==> config.mk <==
export PLATFORM = sky130hd
export DESIGN_NAME = vscale_htif_pcr_arbiter_flat
export DESIGN_NICKNAME = d
export VERILOG_FILES = /design/src/rtl/vscale_htif_pcr_arbiter_if.sv /design/src/rtl/vscale_htif_pcr_arbiter.sv /design/src/flat_wrapper.sv
export SDC_FILE = /design/constraint.sdc
export NUM_CORES = 1
export LEC_CHECK = 0
export ABC_CLOCK_PERIOD_IN_PS = 3300
export BUFFER_PORTS_ARGS = -buffer_cell sky130_fd_sc_hd__buf_2
export CORE_AREA = 5 5 143 145
export DETAILED_ROUTE_END_ITERATION = 7
export DIE_AREA = 0 0 148 150
export PLACE_DENSITY = 0.6
export RECOVER_POWER = 100
export REMOVE_ABC_BUFFERS = 1
export SLEW_MARGIN = 15
export SYNTH_ARGS = -nofsm -noshare
export SYNTH_HDL_FRONTEND = slang
export SYNTH_SLANG_ARGS = --single-unit
==> constraint.sdc <==
create_clock -name clk -period 3.3 [get_ports clk]
set_input_delay 0.33 -clock clk [delete_from_list [all_inputs] [get_ports clk]]
set_output_delay 0.33 -clock clk [all_outputs]
set_load 0.02 [all_outputs]
==> src/rtl/vscale_htif_pcr_arbiter_if.sv <==
// Requester-side and CSR-side HTIF PCR signals of the arbiter.
// slave = arbiter view, master = environment (requesters + CSR file) view.
interface vscale_htif_pcr_arbiter_if #(
  parameter int N_REQ  = 2,
  parameter int ADDR_W = 12,
  parameter int DATA_W = 64
);
  logic [N_REQ-1:0]        req_valid;
  logic [N_REQ-1:0]        req_ready;
  logic [N_REQ-1:0]        req_rw;
  logic [N_REQ*ADDR_W-1:0] req_addr;
  logic [N_REQ*DATA_W-1:0] req_data;
  logic [N_REQ-1:0]        resp_valid;
  logic [N_REQ-1:0]        resp_ready;
  logic [DATA_W-1:0]       resp_data;

  logic                    pcr_req_valid;
  logic                    pcr_req_ready;
  logic                    pcr_req_rw;
  logic [ADDR_W-1:0]       pcr_req_addr;
  logic [DATA_W-1:0]       pcr_req_data;
  logic                    pcr_resp_valid;
  logic                    pcr_resp_ready;
  logic [DATA_W-1:0]       pcr_resp_data;

  modport slave (
    input  req_valid, req_rw, req_addr, req_data, resp_ready,
           pcr_req_ready, pcr_resp_valid, pcr_resp_data,
    output req_ready, resp_valid, resp_data,
           pcr_req_valid, pcr_req_rw, pcr_req_addr, pcr_req_data, pcr_resp_ready
  );

  modport master (
    output req_valid, req_rw, req_addr, req_data, resp_ready,
           pcr_req_ready, pcr_resp_valid, pcr_resp_data,
    input  req_ready, resp_valid, resp_data,
           pcr_req_valid, pcr_req_rw, pcr_req_addr, pcr_req_data, pcr_resp_ready
  );
endinterface

==> src/rtl/vscale_htif_pcr_arbiter.sv <==
// N_REQ-way arbiter for the vscale HTIF PCR channel, one transaction in flight.
// Define VSCALE_HTIF_ARB_FIXED_PRIO_EN for fixed lowest-index priority instead of round-robin.
module vscale_htif_pcr_arbiter #(
  parameter int N_REQ  = 2,
  parameter int ADDR_W = 12,
  parameter int DATA_W = 64
) (
  input  logic                          clk,
  input  logic                          reset,
  vscale_htif_pcr_arbiter_if.slave      bus,
  output logic                          busy
);

  localparam int IDX_W = (N_REQ > 1) ? $clog2(N_REQ) : 1;

  typedef enum logic [1:0] {
    S_IDLE,
    S_ISSUE,
    S_WAIT
  } state_t;

  state_t             state, state_next;
  logic [IDX_W-1:0]   grant;
  logic [IDX_W-1:0]   winner;
  logic [IDX_W-1:0]   cand;
  logic               found;
  logic               rw_q;
  logic [ADDR_W-1:0]  addr_q;
  logic [DATA_W-1:0]  data_q;
  logic               resp_done;

  assign resp_done = (state == S_WAIT) && bus.pcr_resp_valid && bus.resp_ready[grant];

`ifdef VSCALE_HTIF_ARB_FIXED_PRIO_EN
  always_comb begin
    found  = 1'b0;
    winner = '0;
    cand   = '0;
    for (int unsigned k = 0; k < N_REQ; k++) begin
      cand = IDX_W'(k);
      if (!found && bus.req_valid[cand]) begin
        found  = 1'b1;
        winner = cand;
      end
    end
  end
`else
  logic [IDX_W-1:0] rr_ptr;

  // Search starts at rr_ptr and wraps, so the last winner has lowest priority.
  always_comb begin
    found  = 1'b0;
    winner = '0;
    cand   = '0;
    for (int unsigned k = 0; k < N_REQ; k++) begin
      cand = IDX_W'((32'(rr_ptr) + k) % 32'(N_REQ));
      if (!found && bus.req_valid[cand]) begin
        found  = 1'b1;
        winner = cand;
      end
    end
  end

  always_ff @(posedge clk) begin
    if (reset) begin
      rr_ptr <= '0;
    end else if (resp_done) begin
      rr_ptr <= (grant == IDX_W'(N_REQ - 1)) ? '0 : grant + 1'b1;
    end
  end
`endif

  always_ff @(posedge clk) begin
    if (reset) begin
      state  <= S_IDLE;
      grant  <= '0;
      rw_q   <= 1'b0;
      addr_q <= '0;
      data_q <= '0;
    end else begin
      state <= state_next;
      if (state == S_IDLE && found) begin
        grant  <= winner;
        rw_q   <= bus.req_rw[winner];
        addr_q <= bus.req_addr[int'(winner) * ADDR_W +: ADDR_W];
        data_q <= bus.req_data[int'(winner) * DATA_W +: DATA_W];
      end
    end
  end

  // IDLE keeps pcr_resp_ready high so stale responses are drained, never routed.
  always_comb begin
    state_next         = state;
    bus.req_ready      = '0;
    bus.resp_valid     = '0;
    bus.resp_data      = '0;
    bus.pcr_resp_ready = 1'b0;
    case (state)
      S_IDLE: begin
        bus.pcr_resp_ready = 1'b1;
        if (found) begin
          bus.req_ready[winner] = 1'b1;
          state_next            = S_ISSUE;
        end
      end
      S_ISSUE: begin
        if (bus.pcr_req_ready) state_next = S_WAIT;
      end
      S_WAIT: begin
        bus.resp_valid[grant] = bus.pcr_resp_valid;
        bus.resp_data         = bus.pcr_resp_data;
        bus.pcr_resp_ready    = bus.resp_ready[grant];
        if (resp_done) state_next = S_IDLE;
      end
      default: state_next = S_IDLE;
    endcase
  end

  assign bus.pcr_req_valid = (state == S_ISSUE);
  assign bus.pcr_req_rw    = rw_q;
  assign bus.pcr_req_addr  = addr_q;
  assign bus.pcr_req_data  = data_q;
  assign busy              = (state != S_IDLE);

endmodule

==> src/flat_wrapper.sv <==
// flat-port wrapper written by rule: the top's interface ports become plain ports
module vscale_htif_pcr_arbiter_flat 
#(
  parameter int N_REQ  = 2,
  parameter int ADDR_W = 12,
  parameter int DATA_W = 64
)
  (clk, reset, busy, bus_req_valid, bus_req_rw, bus_req_addr, bus_req_data, bus_resp_ready, bus_pcr_req_ready, bus_pcr_resp_valid, bus_pcr_resp_data, bus_req_ready, bus_resp_valid, bus_resp_data, bus_pcr_req_valid, bus_pcr_req_rw, bus_pcr_req_addr, bus_pcr_req_data, bus_pcr_resp_ready);
  vscale_htif_pcr_arbiter_if #(.N_REQ(N_REQ), .ADDR_W(ADDR_W), .DATA_W(DATA_W)) bus_i ();
  input  logic clk;
  input  logic reset;
  output logic busy;
  input wire logic [$bits(bus_i.req_valid)-1:0] bus_req_valid;
  input wire logic [$bits(bus_i.req_rw)-1:0] bus_req_rw;
  input wire logic [$bits(bus_i.req_addr)-1:0] bus_req_addr;
  input wire logic [$bits(bus_i.req_data)-1:0] bus_req_data;
  input wire logic [$bits(bus_i.resp_ready)-1:0] bus_resp_ready;
  input wire logic [$bits(bus_i.pcr_req_ready)-1:0] bus_pcr_req_ready;
  input wire logic [$bits(bus_i.pcr_resp_valid)-1:0] bus_pcr_resp_valid;
  input wire logic [$bits(bus_i.pcr_resp_data)-1:0] bus_pcr_resp_data;
  output wire logic [$bits(bus_i.req_ready)-1:0] bus_req_ready;
  output wire logic [$bits(bus_i.resp_valid)-1:0] bus_resp_valid;
  output wire logic [$bits(bus_i.resp_data)-1:0] bus_resp_data;
  output wire logic [$bits(bus_i.pcr_req_valid)-1:0] bus_pcr_req_valid;
  output wire logic [$bits(bus_i.pcr_req_rw)-1:0] bus_pcr_req_rw;
  output wire logic [$bits(bus_i.pcr_req_addr)-1:0] bus_pcr_req_addr;
  output wire logic [$bits(bus_i.pcr_req_data)-1:0] bus_pcr_req_data;
  output wire logic [$bits(bus_i.pcr_resp_ready)-1:0] bus_pcr_resp_ready;
  assign bus_i.req_valid = bus_req_valid;
  assign bus_i.req_rw = bus_req_rw;
  assign bus_i.req_addr = bus_req_addr;
  assign bus_i.req_data = bus_req_data;
  assign bus_i.resp_ready = bus_resp_ready;
  assign bus_i.pcr_req_ready = bus_pcr_req_ready;
  assign bus_i.pcr_resp_valid = bus_pcr_resp_valid;
  assign bus_i.pcr_resp_data = bus_pcr_resp_data;
  assign bus_req_ready = bus_i.req_ready;
  assign bus_resp_valid = bus_i.resp_valid;
  assign bus_resp_data = bus_i.resp_data;
  assign bus_pcr_req_valid = bus_i.pcr_req_valid;
  assign bus_pcr_req_rw = bus_i.pcr_req_rw;
  assign bus_pcr_req_addr = bus_i.pcr_req_addr;
  assign bus_pcr_req_data = bus_i.pcr_req_data;
  assign bus_pcr_resp_ready = bus_i.pcr_resp_ready;
  vscale_htif_pcr_arbiter #(.N_REQ(N_REQ), .ADDR_W(ADDR_W), .DATA_W(DATA_W)) u_core (.clk(clk), .reset(reset), .bus(bus_i), .busy(busy));
endmodule
==> results.toml <==
[floorplanning]
coreArea_mm2 = 0.01908
die-area_mm2 = 0.02220
start_util = 0.2227
rows = 51
die_w_um = 148
ios = 374
die_h_um = 150

[synth]
ys_warn_count = 0
yosysSeqAreaShare = 0.3816
ys_ff_latch = 81
synth_area_leaders = "dfxtp_1 (38%), a31oi_1 (11%), nand4_1 (11%)"
netlist-cell-type-count = 26
synth_top_area_frac = 0.3816
synth_mux_area_frac = 0.002356
synth_compound_area_frac = 0.2206
yosys.area_share.adder = 0
syn_area_per_cell_um2 = 7.642
synth_cells = 556
synth_top_area_cell = "dfxtp_1"
synth_xor_area_frac = 0
synth_top_family_by_area = "simple AND/OR/NAND/NOR gates"
synthSimpleGateAreaFrac = 0.3163
synth.cell_area_mm2 = 0.004249

[drt]
num_vias = 5858
drt_iter0_drc = 440
first_pass_iters = 5
wire_per_inst_um = 22.46
vias_per_cell = 5.212
routed_wl_mm = 25.24
ant_nets = 0
drcViolationCount = 0

[timing]
post-route-period-util = 0.8033
fmax_ghz = 0.3772
slew_violations = 0
clock_skew_ps = 7.661
tightest_slew_ps = 1420
rsz0062_at_grt = "no"
hold_viol = 0
finalSetupViolations = 0
max_slew_margin = 0.05316
min_period_ps = 2651

[power_and_ir_drop]
power_density_mw_per_mm2 = 490.9
ir_drop_mv = 0.2313
finalPower_mw = 3.154
p_leak_nw = 2.628

[min_path]
hp-class = "input port to flip-flop"

[critical_path]
worstPathArrival_ps = 2320
cp.required_ps = 2970
path_max_fanout = 62
path_class = "input port to output pin"
slowest_delay_ps = 1110
start_kind = "input port"
cpMaxStageDelayCell = "clkbuf_2"
cp-end-kind = "output pin"
crit_path_frequent_cell = "buf_2"
path_cells = "buf_2 -> clkbuf_2 -> and2_1 -> buf_2"

[clock_tree]
worstSkewPairLatency_ps = 350
path_clk_slew_ps = 70
cts_tree = "built"
cts_max_level = 3
cts.repair.resized = 0
cts_made_buffers = 9
cts_hold_buf = 0
clock-sinks = 81
cts_buffer_depth = 2
postCtsSetupRepairBufs = 0
cts-root-buf = "clkbuf_16"

[cells_and_area]
final_common_cell = "buf_2"
final_cell_area_mm2 = 0.006426
final_cells = 1124
layout_common_cells = "buf_2 (254), clkbuf_1 (122), dfxtp_1 (81)"
final_nets = 1105
drive_gt1_frac = 0.3224
area_delta_synth_final_pct = 51.24

[global_route]
grtUsageTotal = 0.2128
grt_max_degree = 80
use_met2 = 0.3654
grtUsageMet3 = 0.06118
busiest_layer = "met2"
grt-ovfl-total = 0
grt_pass1_vias = 5692
grt_pass1_wl_mm = 36.10
use_met1 = 0.2551
antenna_found_initial = 8

[placed_design]
dp_cells = 1106
io_buffers = 373
place_congestion = 0.9242
dpl.hpwl_mm = 18.91
place_area_mm2 = 0.006235

[outcome]
outcome = "completed"

[run]
cap_viol_max_count = 0
==> through the flow <==
step                      TNS [ps]  worst slack, ps  utilization  hold WS [ps]
final                            0            649.2       0.3368         244.6
after global placement           0             1107       0.3268         482.5
after floorplan             -33260           -425.9            -         399.1
after global routing             0            433.3       0.3368         233.2
after detailed placement         0             1107       0.3268         483.9
after CTS                        0            903.7       0.3452         223.5
==> layout make-up <==
type | instances | area, um2
diodes | 2 | 5.005
clock buffers | 9 | 225.2
clock inverters | 7 | 126.4
fillers | 2137 | 12650
inverters | 4 | 15.01
multi-input cells | 396 | 2303
flip-flops and latches | 81 | 1622
well taps | 238 | 297.8
repair buffers | 387 | 1832
==> kinds of logic after synthesis <==
kind of cell | count (synthesis)
and+or+nand+nor | 231
AOI/OAI and AO/OA | 164
DFF | 81
buffers and inverters | 79
muxes | 1
==> state kept, by name, indices dropped and copies added, names as in the netlist <==
register,flops
u_core.bus.pcr_req_rw,1
u_core.bus.pcr_req_addr,12
u_core.bus.pcr_req_data,64
u_core.state,2
u_core.rr_ptr,1
u_core.grant,1
==> worst paths after layout <==
path | slack [ps] | cells past startpoint | from | end
worst max register to register | 690 | 5 | u_core.state[1] | u_core.bus.pcr_req_data[42]
worst max-delay path | 650 | 4 | bus_req_valid[0] | bus_req_ready[0]
worst min-delay path | 240 | 3 | bus_pcr_req_ready | u_core.state[1]
worst min register to register | 500 | 2 | u_core.bus.pcr_req_data[30] | u_core.bus.pcr_req_data[30]
==> cells in the mapped netlist (all sizes together) <==
| cell | n |
|---|---|
| nand2 | 2 |
| nand2b | 2 |
| a31oi | 78 |
| nor2b | 1 |
| nand4 | 77 |
| a211oi | 1 |
| and2 | 65 |
| and3 | 1 |
| o21ai | 80 |
| and2b | 1 |
| nor2 | 3 |
| mux2i | 1 |
| a21oi | 4 |
| dfxtp | 81 |
| a2111oi | 1 |
| nand3 | 78 |
| and4 | 1 |
| buf | 19 |
| inv | 4 |
| clkbuf | 56 |
==> routing by layer <==
| metal | wire length [um] | vias to the layer above |
|---|---|---|
| li1 | - | 2736 |
| met1 | 9611 | 2752 |
| met2 | 12760 | 328 |
| met3 | 2286 | 38 |
| met4 | 565 | 4 |
| met5 | 23 | - |
==> report_power, final <==
part	total [mW]	leakage (nW)	switching (mW)	internal, mW
clock	1.22	0.168	0.471	0.750
combinational	0.820	1.79	0.561	0.259
sequential	1.11	0.667	0.0483	1.06
total	3.15	2.63	1.08	2.07
==> worst max-delay path, delay by kind of cell <==
kind	cells	cell delay (ps)
simple gates	1	250
buf+inv	3	1680
(Power assumes the default switching activity.)
